`src/rtl/mul_share_arbiter.sv`:
```
// Round-robin front end that time-shares one pipelined multiplier among N_REQ requesters.
// A shift-register of {valid,id} tags tracks each issued operation so its product returns tagged.
module mul_share_arbiter #(
    parameter int N_REQ   = 4,
    parameter int W       = 8,
    parameter int MUL_LAT = 3,
    parameter int IDW     = $clog2(N_REQ)
) (
    input  logic                         clk,
    input  logic                         rstn,
    input  logic [N_REQ-1:0]             req_valid,
    input  logic [N_REQ*W-1:0]           req_a,
    input  logic [N_REQ*W-1:0]           req_b,
    output logic [N_REQ-1:0]             req_ready,
    output logic [W-1:0]                 mul_a,
    output logic [W-1:0]                 mul_b,
    input  logic [2*W-1:0]               mul_p,
    output logic                         rsp_valid,
    output logic [IDW-1:0]               rsp_id,
    output logic [2*W-1:0]               rsp_data,
    output logic [$clog2(MUL_LAT+1)-1:0] inflight
);

    localparam int CW = $clog2(MUL_LAT + 1);

    logic [IDW-1:0]     ptr_q, ptr_d;
    logic [W-1:0]       mul_a_q, mul_a_d;
    logic [W-1:0]       mul_b_q, mul_b_d;
    logic [MUL_LAT-1:0] tag_vld_q;
    logic [IDW-1:0]     tag_id_q [MUL_LAT];
    logic               rsp_vld_q;
    logic [IDW-1:0]     rsp_id_q;

    logic               found;
    logic [IDW-1:0]     winner;
    logic [CW-1:0]      inflight_cnt;
    int                 idx;

    // First valid requester at or after ptr, wrapping modulo N_REQ.
    always_comb begin
        found  = 1'b0;
        winner = '0;
        idx    = 0;
        for (int k = 0; k < N_REQ; k++) begin
            idx = int'(ptr_q) + k;
            if (idx >= N_REQ) begin
                idx = idx - N_REQ;
            end
            if (!found && req_valid[idx]) begin
                found  = 1'b1;
                winner = IDW'(idx);
            end
        end
    end

    always_comb begin
        req_ready = '0;
        ptr_d     = ptr_q;
        mul_a_d   = mul_a_q;
        mul_b_d   = mul_b_q;
        if (found) begin
            req_ready = N_REQ'(1) << winner;
            ptr_d     = (int'(winner) == N_REQ - 1) ? '0 : winner + 1'b1;
            mul_a_d   = req_a[winner*W +: W];
            mul_b_d   = req_b[winner*W +: W];
        end
    end

    always_ff @(posedge clk or negedge rstn) begin
        if (!rstn) begin
            ptr_q     <= '0;
            mul_a_q   <= '0;
            mul_b_q   <= '0;
            tag_vld_q <= '0;
            for (int k = 0; k < MUL_LAT; k++) begin
                tag_id_q[k] <= '0;
            end
            rsp_vld_q <= 1'b0;
            rsp_id_q  <= '0;
        end else begin
            ptr_q        <= ptr_d;
            mul_a_q      <= mul_a_d;
            mul_b_q      <= mul_b_d;
            tag_vld_q[0] <= found;
            tag_id_q[0]  <= winner;
            for (int k = 1; k < MUL_LAT; k++) begin
                tag_vld_q[k] <= tag_vld_q[k-1];
                tag_id_q[k]  <= tag_id_q[k-1];
            end
            // Extra stage because the multiplier only sees operands one edge after the grant.
            rsp_vld_q <= tag_vld_q[MUL_LAT-1];
            rsp_id_q  <= tag_id_q[MUL_LAT-1];
        end
    end

    always_comb begin
        inflight_cnt = '0;
        for (int k = 0; k < MUL_LAT; k++) begin
            inflight_cnt = inflight_cnt + CW'(tag_vld_q[k]);
        end
    end

    assign mul_a     = mul_a_q;
    assign mul_b     = mul_b_q;
    assign rsp_valid = rsp_vld_q;
    assign rsp_id    = rsp_id_q;
    assign rsp_data  = mul_p;
    assign inflight  = inflight_cnt;

endmodule
```
`config.mk`:
```
export PLATFORM = sky130hd
export DESIGN_NAME = mul_share_arbiter
export DESIGN_NICKNAME = d
export VERILOG_FILES = /design/src/rtl/mul_share_arbiter.sv
export SDC_FILE = /design/constraint.sdc
export NUM_CORES = 1
export LEC_CHECK = 0
export CAP_MARGIN = 20
export CORE_AREA = 8 8 63 105
export CTS_CLUSTER_DIAMETER = 30
export DETAILED_ROUTE_END_ITERATION = 8
export DIE_AREA = 0 0 71 113
export PLACE_DENSITY = 0.85
export SLEW_MARGIN = 20
export SYNTH_ARGS = -nofsm -noshare
export SYNTH_HDL_FRONTEND = slang
export SYNTH_SLANG_ARGS = --single-unit
```
`constraint.sdc`:
```
create_clock -name clk -period 2.8 [get_ports clk]
set_input_delay 0.56 -clock clk [delete_from_list [all_inputs] [get_ports clk]]
set_output_delay 0.56 -clock clk [all_outputs]
set_load 0.05 [all_outputs]
```
=== Word level (Yosys, flattened, before mapping) ===
Cells that the tools add are included.

* Flip-flop bits (word level): 30
* Logic and storage cells: 63

* $add $sub $neg: 10
* $lt $le $gt $ge: 8
* Equality and inequality tests: 1
* Shifts and indexed selects: 3
* Multiplexer cells: 26
* Reduce and logical (&&, ||, !) cells: 6

{| class="wikitable"
|+ Operators by type and width
! operator !! count
|-
| < comparator 32 x 4 -> 1 bit (second input constant) || 4
|-
| 2-to-1 mux 32 bit || 4
|-
| indexed part select 32 x 6 -> 8 bit || 2
|-
| 2-to-1 mux 1 bit || 12
|-
| subtractor 3 x 3 -> 4 bit (second input constant) || 3
|-
| 2-to-1 mux 2 bit || 5
|-
| >= comparator 3 bit (second input constant) || 3
|-
| binary-select mux 1 bit (select 2 bit) || 4
|-
| adder 2 x 2 -> 3 bit (second input constant) || 2
|-
| 2-to-1 mux 4 bit || 1
|-
| left shift 1 x 2 -> 4 bit (first input constant) || 1
|-
| subtractor 2 x 3 -> 4 bit (second input constant) || 1
|-
| adder 2 x 1 -> 3 bit (second input constant) || 1
|-
| >= comparator 2 x 3 -> 1 bit (second input constant) || 1
|-
| logical AND 1 bit || 3
|-
| logical NOT 1 bit || 3
|-
| adder 1 x 1 -> 2 bit || 1
|-
| adder 2 x 1 -> 2 bit || 1
|-
| adder 2 x 1 -> 2 bit (second input constant) || 1
|-
| == test 2 x 1 -> 1 bit (second input constant) || 1
|}

=== Longest topological paths before layout ===
Gate-level depths: netlist of run 1.

* Word-level depth: 17
* Mapped depth: 9
* Gate-level depth less buffers: 7

=== Worst setup path after synthesis of run 1 ===
No wires, ideal clock.

* Path kind: input-to-output
* From: input req_valid[0]
* To: output req_ready[3]
* Arrival time: 2.514 ns
* Data required time: 2.240 ns
* Slack: -0.274 ns
* Cell stages on the path: 8
* Path buffers: 2
* Cells stage by stage: nor2b_1 -> a2111oi_4 -> nor2_2 -> buf_4 -> buf_6 -> inv_1 -> ha_1 -> nor2b_1

* Word-level cells in the longest chain between the ends: 15
* Elaborated cells between the ends (all ways): 28

{| class="wikitable"
|+ Ends and longest elaborated chain
! item !! line !! source
|-
| from (decl) || 11 || <nowiki>input logic [N_REQ-1:0] req_valid,</nowiki>
|-
| binary-select mux 1 bit (select 2 bit) || 49 || <nowiki>if (!found && req_valid[idx]) begin</nowiki>
|-
| 2-to-1 mux 1 bit (not written as such) (2 in a row) || 49 ||
|-
| 2-to-1 mux 1 bit || 49 ||
|-
| logical NOT 1 bit || 49 ||
|-
| logical AND 1 bit || 49 ||
|-
| 2-to-1 mux 1 bit || 49 ||
|-
| logical NOT 1 bit || 49 ||
|-
| logical AND 1 bit || 49 ||
|-
| 2-to-1 mux 1 bit || 49 ||
|-
| logical NOT 1 bit || 49 ||
|-
| logical AND 1 bit || 49 ||
|-
| 2-to-1 mux 2 bit || 49 ||
|-
| left shift 1 x 2 -> 4 bit || 62 || <nowiki>req_ready = N_REQ'(1) << winner;</nowiki>
|-
| 2-to-1 mux 4 bit (*) || 61 || <nowiki>if (found) begin</nowiki>
|-
| to (decl) || 14 || <nowiki>output logic [N_REQ-1:0] req_ready,</nowiki>
|}

Mark *: on every way between the ends. The rest lies on a longest branch, timed or not. The select of a mux whose other input is x is not followed.

=== Final worst setup path of run 1 ===
* From: input req_valid[0]
* To: output req_ready[0]

The elaborated chain is that of the path after synthesis.

==> flow_metrics.tcl, run 1 <==
set metrics [dict create \
    max_cap_viol 0 \
    area_delta_synth_final_pct 63.8 \
    required_ns 2.24 \
    fin_crit_ns 2.78 \
    synth-warning-count 0 \
    route.antenna.remaining_nets 0 \
    start_util_pct 33.8 \
    grt_setup_unrepaired "no" \
    crit_chain "clkdlybuf4s50_1 -> nor2b_4 -> a2111oi_4 -> nor2_2 -> buf_4 -> inv_2 -> nor3_2 -> buf_12" \
    synth-seq-area-share_pct 42.9 \
    grt_pass1_vias 1830 \
    synth.net_count 257 \
    outcome "completed" \
    layout-drive-gt1-share_pct 14.9 \
    timing.final.setup_violations 0 \
    fillers 450 \
    dieArea_um2 8020 \
    worst_setup_hold_path_clk_slew_ns 0.06 \
    cp_slowest_cell "clkdlybuf4s50_1" \
    worst_hold_path_type "register to register" \
    die-width_um 71 \
    timing.final.crit_share_pct 99.3 \
    drt_wl_total_mm 5.83 \
    buffer_ports.inserted 94 \
    cts_tree "done" \
    total_power_mw 2.92 \
    post_synth_num_cell_types 28 \
    finClkSkew_ns 0.00197 \
    final-seq-area_um2 751 \
    worst_pin_slew_ns 0.628 \
    report.final.slew_viol_count 0 \
    worst_path_largest_cell_delay_ns 0.55 \
    drt-wirelength-per-cell_um 18.4 \
    htreeDepth 2 \
    clock_sinks 30 \
    post_syn_area_per_cell_um2 10.4 \
    insertion_delay_ns 0.28 \
    mappedNetlistArea_um2 1750 \
    overflow 0 \
    post_place_setup_slack_ns -0.0701 \
    yosys_register_bits 30 \
    slew_headroom_pct 58.2 \
    clk_path_buf_depth 2 \
    ctsRootBufferMaster "clkbuf_8" \
    type_of_origin_of_the_critical_path "input pin" \
    nNetsFinal 348 \
    detail_route.iter0.violations 32 \
    drt_pre_antenna_iters 4 \
    design.core.area_um2 5170 \
    timing.setup.critical_path_class "input pin to output pin" \
    syn_inst 169 \
    io_pins 127 \
    power.leakage_nw 1.21 \
    n_antenna_cell 0 \
    drt-vias-per-instance 5.18 \
    std_cell_rows 35 \
    layout_setup_ws_ns 0.0205 \
    grt_usage_pct 14.2 \
    multi_input_comb_area_um2 836 \
    remaining_drc_errors 0 \
    place.detailed.hpwl_mm 4.33 \
    power_per_cell_area_nw_per_um2 1020 \
    cp_data_arrival_time_ns 2.22 \
    timing.fmax_mhz 360 \
    grt_first_pass_wirelength_mm 9.02 \
    cts_inserted_buffers 5 \
    grt_max_degree 31 \
    crit_path_max_fanout 4 \
    worst_ir_drop_vdd_mv 0.530 \
    die_y_um 113 \
    grt_antenna_before_repair 0 \
    gp_congestion 0.739 \
    vias 1638 \
    setup.worst_path.end_class "output pin" \
    finalHoldViolCount 0 \
]
## cell usage after synthesis
| master | number | area (um2) |
|---|---|---|
| a211oi_1 | 32 | 240 |
| dfrtp_1 | 30 | 751 |
| nor2_1 | 19 | 71.3 |
| buf_4 | 18 | 135 |
| mux2i_1 | 16 | 160 |
| nor3b_1 | 16 | 120 |
| nand2_1 | 6 | 22.5 |
| clkbuf_1 | 5 | 18.8 |
| inv_1 | 3 | 11.3 |
| nor2b_1 | 3 | 18.8 |
| buf_2 | 2 | 10.0 |
| o21ai_0 | 2 | 10.0 |
| o22a_1 | 2 | 17.5 |
| a2111oi_4 | 1 | 27.5 |
| a21bo_1 | 1 | 10.0 |
| a21oi_1 | 1 | 5.00 |
| and2b_1 | 1 | 7.51 |
| and3_1 | 1 | 6.26 |
| buf_6 | 1 | 11.3 |
| clkinv_1 | 1 | 3.75 |
| fa_1 | 1 | 20.0 |
| ha_1 | 1 | 12.5 |
| inv_2 | 1 | 3.75 |
| nor2_2 | 1 | 6.26 |
| nor3_1 | 1 | 5.00 |
| nor4_2 | 1 | 12.5 |
| nor4b_4 | 1 | 23.8 |
| o31ai_1 | 1 | 7.51 |
## stage by stage
step / area (um2) / hold slack (ns) / util, % / instances / setup TNS, ns
detailed placement: 2720 / 0.335 / 52.7 / 306 / -0.100
global placement: 2720 / 0.331 / 52.7 / 306 / 0
finish: 2870 / 0.348 / 55.4 / 316 / 0
global route: 2870 / 0.361 / 55.4 / 316 / 0
CTS: 2830 / 0.346 / 54.8 / 314 / 0
floorplan: 1760 / 0.264 / - / 169 / -0.0392
## cell type report
class	count	share of cell area [%]
inverters	5	0.655
repair buffers	110	38.3
clock buffers	6	2.88
flip-flops and latches	30	26.2
clock inverters	2	0.437
multi-input cells	108	29.2
well taps	55	2.40
## cell families after synthesis
group                    after synthesis  share of synthesized area (%)
multiplexers                          16                           9.16
flip-flops                            30                           42.9
AO/OA/AOI/OAI                         40                           18.2
AND/OR/NAND/NOR                       50                           16.8
adder cells (fa/ha/maj)                2                           1.86
buffers and inverters                 31                           11.1
## cells in the final DEF, fill, tap and decap left out, drive strengths merged
master | Yosys | final
clkdlybuf4s50 | 0 | 87
a211oi | 32 | 32
dfrtp | 30 | 30
nor2 | 20 | 20
buf | 21 | 20
mux2i | 16 | 16
nor3b | 16 | 16
nand2 | 6 | 6
clkbuf | 5 | 6
inv | 4 | 4
nor2b | 3 | 3
dlymetal6s2s | 0 | 3
o22a | 2 | 2
o21ai | 2 | 2
clkinv | 1 | 2
a21oi | 1 | 1
and2b | 1 | 1
nor4b | 1 | 1
a2111oi | 1 | 1
nor4 | 1 | 1
and3 | 1 | 1
nor3 | 1 | 1
a21bo | 1 | 1
o31ai | 1 | 1
fa | 1 | 1
ha | 1 | 1
clkinvlp | 0 | 1
## power breakdown
group / switching (mW) / leakage (nW) / total [mW] / internal, mW
registers: 0.109 / 0.339 / 0.729 / 0.620
logic: 1.10 / 0.822 / 1.83 / 0.725
clock network: 0.165 / 0.0472 / 0.363 / 0.197
total: 1.38 / 1.21 / 2.92 / 1.54
## timing repair
action | 4_1_cts | 5_1_grt
resized for setup | 4 | 6
hold buffers | 0 | 0
gates cloned | 0 | 0
endpoints found under the setup margin | 2 | 3
pin swaps | 1 | 3
buffers inserted | 0 | 2
endpoints found under the hold margin | 0 | 0
## registers in the layout, summed over array words and instances, names as in the netlist
signal     flops
tag_id_q       6
ptr_q          2
rsp_id         2
mul_a          8
mul_b          8
tag_vld_q      3
rsp_valid      1
## path summary, 6_finish.rpt
kind / slack [ns] / endpoint / depth (start not counted) / startpoint
worst min-delay path: 0.35 / rsp_id[0] / 0 / tag_id_q[0]
min in group asynchronous: 0.69 / rsp_valid / 2 / rstn
worst max-delay path: 0.02 / req_ready[0] / 8 / req_valid[0]
max in group asynchronous: 1.83 / mul_b[6] / 2 / rstn
worst max register to register: 0.80 / mul_a[1] / 8 / ptr_q[0]
worst min register to register: 0.35 / rsp_id[0] / 0 / tag_id_q[0]
## per-layer routing
| layer | track usage [%] | vias to the layer above | part of all wire (%) |
|---|---|---|---|
| met3 | 5.67 | 18 | 8.4 |
| met1 | 13.3 | 763 | 36 |
| met5 | 0 | - | 0 |
| met4 | 6.29 | 0 | 2.2 |
| li1 | - | 777 | - |
| met2 | 26.1 | 80 | 53 |
## worst max-delay path, delay by kind of cell
kind | cells | cell delay, ns
buffers and inverters | 4 | 0.93
AOI/OAI and AO/OA | 1 | 0.06
and+or+nand+nor | 3 | 0.68
(Power assumes the default switching activity.)
==> run 2: changes to the inputs <==
--- a/config.mk
+++ b/config.mk
@@ -5,12 +5,14 @@
 export SDC_FILE = /design/constraint.sdc
 export NUM_CORES = 1
 export LEC_CHECK = 0
+export ABC_CLOCK_PERIOD_IN_PS = 2800
 export CAP_MARGIN = 20
 export CORE_AREA = 8 8 63 105
 export CTS_CLUSTER_DIAMETER = 30
 export DETAILED_ROUTE_END_ITERATION = 8
 export DIE_AREA = 0 0 71 113
 export PLACE_DENSITY = 0.85
+export REMOVE_ABC_BUFFERS = 1
 export SLEW_MARGIN = 20
 export SYNTH_ARGS = -nofsm -noshare
 export SYNTH_HDL_FRONTEND = slang
==> run 2 against run 1 <==
Global-route usage increased by 2.0 points. Worst setup slack improved by 0.061 ns. Final cell count stayed put. Worst hold slack gained 0.0076 ns. Combinational power hardly changed. Critical endpoint is now req_ready[3]. Final area decreased by 0.74%. Core utilization down 0.41 points. Power increased by 0.14%. Via count is 0.18% higher. Register-to-register slack improved by 0.05 ns.
==> flow_metrics.tcl, run 2 (synthesis gave the netlist of run 1 again) <==
set metrics [dict create \
    post_dp_cell_area_um2 2730 \
    cts_tree "done" \
    ctsRootBufferMaster "clkbuf_8" \
    remaining_drc_errors 0 \
    final-seq-area_um2 751 \
    cp_slowest_cell "clkdlybuf4s50_1" \
    total_instance_count_after_detailed_placement 308 \
    worst_pin_slew_ns 0.626 \
    crit_buf_inv 4 \
    dieArea_um2 8020 \
    worst_hold_startpoint "tag_id_q[0]" \
    detail_route.iter0.violations 58 \
    drt-wirelength-per-cell_um 20.2 \
    crit_chain "clkdlybuf4s50_1 -> inv_1 -> a2111oi_4 -> nor2_2 -> inv_1 -> ha_1 -> nor2b_2 -> buf_12" \
    fin_crit_ns 2.72 \
    power_per_cell_area_nw_per_um2 1030 \
    timing.final.setup_violations 0 \
    final_common_cell "clkdlybuf4s50_1" \
    insertion_delay_ns 0.28 \
    start_util_pct 33.8 \
    fin_setup_tns_ns 0 \
    route.antenna.remaining_nets 0 \
    power.leakage_nw 1.18 \
    outcome "completed" \
    overflow 0 \
    layout-drive-gt1-share_pct 14.9 \
    crit_path_max_fanout 3 \
    timing.setup.critical_path_class "input pin to output pin" \
    slew_headroom_pct 58.3 \
    htreeDepth 2 \
    grt_antenna_before_repair 0 \
    area_delta_synth_final_pct 62.6 \
    design.core.area_um2 5170 \
    final_area_um2 2840 \
    post_place_setup_slack_ns -0.106 \
    grt_setup_unrepaired "no" \
    cts_inserted_buffers 5 \
    buffer_ports.inserted 94 \
    drt-vias-per-instance 5.19 \
    worst_hold_path_type "register to register" \
    vias 1641 \
    grt_usage_pct 16.2 \
    cts_setup_buffers 0 \
    required_ns 2.24 \
    worst_path_most_repeated_cell "inv_1" \
    drt_wl_total_mm 6.37 \
    most-common-layout-cells "clkdlybuf4s50_1, a211oi_1, dfrtp_1" \
    max_cap_viol 0 \
    type_of_origin_of_the_critical_path "input pin" \
    grt_max_degree 31 \
    nNetsFinal 348 \
    grt_first_pass_wirelength_mm 10.1 \
    worst_ir_drop_vdd_mv 0.408 \
    critPathLaunch "req_valid[1]" \
    hold_buffers 0 \
    layout_setup_ws_ns 0.0812 \
    fillers 479 \
    n_antenna_cell 0 \
    final_core_util_pct 55.0 \
    path_delay_family "buffers and inverters" \
    die_y_um 113 \
    timing.final.crit_share_pct 97.1 \
    cp_data_arrival_time_ns 2.16 \
    layoutNonFillerInstCount 316 \
    clock_sinks 30 \
    io_pins 127 \
    clk_path_buf_depth 2 \
    finalHoldWorstSlack_ns 0.355 \
    worst_path_largest_cell_delay_ns 0.51 \
    multi_input_comb_area_um2 821 \
    drt_pre_antenna_iters 4 \
    setup.worst_path.end_class "output pin" \
    finalHoldViolCount 0 \
    die-width_um 71 \
    std_cell_rows 35 \
    timing.fmax_mhz 368 \
    total_power_mw 2.92 \
    report.final.slew_viol_count 0 \
    worst_setup_hold_path_clk_slew_ns 0.07 \
    grt_pass1_vias 1886 \
    rr_startpoint "ptr_q[0]" \
    finClkSkew_ns 0.00372 \
    gp_congestion 0.827 \
    place.detailed.hpwl_mm 4.90 \
]
run 2: cell count changes in the layout (fill, tap and decap cells not counted), sizes merged:
| cell | delta |
|---|---|
| clkdlybuf4s50 | +1 |
| dlymetal6s2s | -2 |
| dlygate4sd2 | +1 |
run 2: worst paths after layout:
path / endpoint / slack (ns) / cells past startpoint
worst max-delay path: req_ready[3] / 0.08 / 8
worst min-delay path: rsp_id[0] / 0.36 / 0
worst max register to register: mul_a[5] / 0.85 / 8
worst min register to register: rsp_id[0] / 0.36 / 0
max in group asynchronous: mul_a[6] / 1.83 / 2
min in group asynchronous: ptr_q[0] / 0.67 / 2
run 2: repair_timing:
item / 4_1_cts / 5_1_grt
resized for setup: 3 / 5
endpoints found under the hold margin: 0 / 0
pin swaps: 0 / 1
gates cloned: 0 / 0
setup endpoints to repair: 4 / 3
run 2: per-layer routing:
| metal | wire (um) | track usage [%] | vias up |
|---|---|---|---|
| met2 | 3320 | 27.6 | 97 |
| li1 | - | - | 780 |
| met4 | 138 | 5.73 | 0 |
| met5 | 0 | 0 | - |
| met3 | 708 | 8.86 | 11 |
| met1 | 2210 | 16.1 | 753 |
run 2: report_power, final:
group	switching (mW)	leakage, nW	internal, mW	total (mW)
Sequential	0.105	0.339	0.620	0.725
Combinational	1.11	0.795	0.722	1.83
Clock	0.166	0.0472	0.197	0.363
Total	1.38	1.18	1.54	2.92
run 2: layout make-up:
type                    instances  area share [%]
clock inverters                 2           0.440
inverters                       5           0.660
flip-flops and latches         30            26.4
multi-input cells             108            28.9
repair buffers                110            38.3
clock buffers                   6            2.90
well taps                      55            2.42
==> run 3: changes to the inputs <==
--- a/config.mk
+++ b/config.mk
@@ -13,6 +13,7 @@
 export DIE_AREA = 0 0 71 113
 export PLACE_DENSITY = 0.85
 export REMOVE_ABC_BUFFERS = 1
+export SETUP_SLACK_MARGIN = 0.4
 export SLEW_MARGIN = 20
 export SYNTH_ARGS = -nofsm -noshare
 export SYNTH_HDL_FRONTEND = slang
==> run 3 against run 2 <==
Via count up 2.2%. First-iteration DRC count down 17%. Clock power about the same. Global-route usage up 0.44 points. Register-to-register slack better by 0.06 ns. Clock-buffer cell count unchanged. Sequential power about the same. Critical path depth unchanged. Final area up 3.0%. Power up 3.4%. Critical path type unchanged.
==> flow_metrics.tcl, run 3 (synthesis gave the netlist of run 1 again) <==
set metrics [dict create \
    drt_wl_total_mm 6.51 \
    worst_ir_drop_vdd_mv 0.407 \
    layoutNonFillerInstCount 322 \
    cts_tree "done" \
    drt-wirelength-per-cell_um 20.2 \
    post_place_setup_slack_ns -0.106 \
    ctsRootBufferMaster "clkbuf_8" \
    drt-vias-per-instance 5.21 \
    cp_slowest_cell "nor4b_4" \
    layout-drive-gt1-share_pct 20.2 \
    remaining_drc_errors 0 \
    design.core.area_um2 5170 \
    top_layer_used "met4" \
    worst_pin_slew_ns 0.613 \
    most-common-layout-cells "clkdlybuf4s50_1, a211oi_1, dfrtp_1" \
    insertion_delay_ns 0.28 \
    multi_input_comb_area_um2 858 \
    timing.setup.critical_path_class "input pin to output pin" \
    grt_first_pass_wirelength_mm 10.3 \
    grt_max_degree 31 \
    path_delay_family "simple AND/OR/NAND/NOR gates" \
    htreeDepth 2 \
    worst_setup_hold_path_clk_slew_ns 0.06 \
    overflow 0 \
    dieArea_um2 8020 \
    worst_hold_startpoint "tag_id_q[0]" \
    place.detailed.hpwl_mm 4.90 \
    hold_buffers 0 \
    nNetsFinal 354 \
    start_util_pct 33.8 \
    outcome "completed" \
    die_y_um 113 \
    cp.depth 8 \
    final_common_cell "clkdlybuf4s50_1" \
    clock_sinks 30 \
    timing.fmax_mhz 415 \
    type_of_origin_of_the_critical_path "input pin" \
    cts_inserted_buffers 5 \
    total_instance_count_after_detailed_placement 308 \
    buffer_ports.inserted 94 \
    wl_met3_um 673 \
    power.leakage_nw 1.21 \
    required_ns 2.24 \
    grt_antenna_before_repair 0 \
    final-seq-area_um2 752 \
    rr_worst_depth 8 \
    detail_route.iter0.violations 48 \
    fin_setup_tns_ns 0 \
    report.final.slew_viol_count 0 \
    drt_pre_antenna_iters 4 \
    grt_usage_pct 16.7 \
    n_antenna_cell 0 \
    wl_met1_mm 2.26 \
    die-width_um 71 \
    finClkSkew_ns 0.00461 \
    std_cell_rows 35 \
    setup.worst_path.end_class "output pin" \
    min_delay_path_depth 0 \
    grt_pass1_vias 1926 \
    crit_chain "buf_2 -> and2b_1 -> nor4b_4 -> nor2_2 -> inv_1 -> ha_2 -> nor2b_4 -> buf_12" \
    ff2ff_setup_slack_ns 0.91 \
    rr_startpoint "ptr_q[0]" \
    worst_path_largest_cell_delay_ns 0.30 \
    cp_data_arrival_time_ns 1.85 \
    slew_headroom_pct 59.2 \
    clk_path_buf_depth 2 \
    gp_congestion 0.827 \
    timing.final.crit_share_pct 86.0 \
    worst_hold_path_type "register to register" \
    finalHoldViolCount 0 \
    route.antenna.remaining_nets 0 \
    vias 1677 \
    met2RoutedLength_mm 3.41 \
    power_per_cell_area_nw_per_um2 1030 \
    crit_buf_inv 3 \
    grt_setup_unrepaired "yes" \
    fin_crit_ns 2.41 \
    timing.final.setup_violations 0 \
    max_cap_viol 0 \
    critical_path.reg2reg.endpoint "mul_a[5]" \
    area_delta_synth_final_pct 67.5 \
    crit_path_max_fanout 4 \
    fillers 469 \
    layout_setup_ws_ns 0.393 \
    min_to "rsp_id[0]" \
    io_pins 127 \
]
run 3: cell type report:
type / instances / share of cell area (%)
flip-flops and latches: 30 / 25.7
clock buffers: 6 / 2.82
well taps: 55 / 2.35
repair buffers: 116 / 38.8
multi-input cells: 108 / 29.3
inverters: 5 / 0.640
clock inverters: 2 / 0.427
run 3: worst max-delay path by stage:
| stage | from | endpoint |
|---|---|---|
| 2_1_floorplan | req_valid[1] | req_ready[0] |
| 3_3_place_gp | req_valid[2] | req_ready[3] |
| 3_5_place_dp | req_valid[2] | req_ready[3] |
| 4_1_cts | req_valid[0] | req_ready[3] |
| 5_1_grt | ptr_q[0] | req_ready[3] |
| 6_report | req_valid[2] | req_ready[3] |
run 3: worst register-to-register path, delay by kind of cell (launching register included):
kind,cells,cell delay (ns)
AO/OA/AOI/OAI,2,0.35
buffers and inverters,3,0.46
flip-flops,1,0.38
AND/OR/NAND/NOR,3,0.61
run 3: where the power goes:
group,switching [mW],internal (mW)
Sequential,0.100,0.622
Combinational,1.15,0.791
Clock,0.166,0.197
Total,1.41,1.61
run 3: what timing repair did:
| action | in CTS | in global routing |
|---|---|---|
| setup endpoints to repair | 6 | 4 |
| gates resized for setup | 27 | 7 |
| buffers inserted | 5 | 1 |
| pin swaps | 5 | 5 |
run 3: metal layers:
layer	global-route usage (%)	up-vias
met3	8.50	12
met2	28.4	99
met5	0	-
li1	-	790
met4	6.85	0
met1	16.5	776
run 3: stage by stage:
step	hold WS [ns]	instance area, um2	power, mW	util [%]
final	0.355	2930	3.02	56.7
after global routing	0.356	2930	3.20	56.7
after CTS	0.358	2910	3.04	56.3
after detailed placement	0.340	2730	2.58	52.9
after global placement	0.331	2730	2.55	52.9
after floorplan	0.264	1570	1.80	-
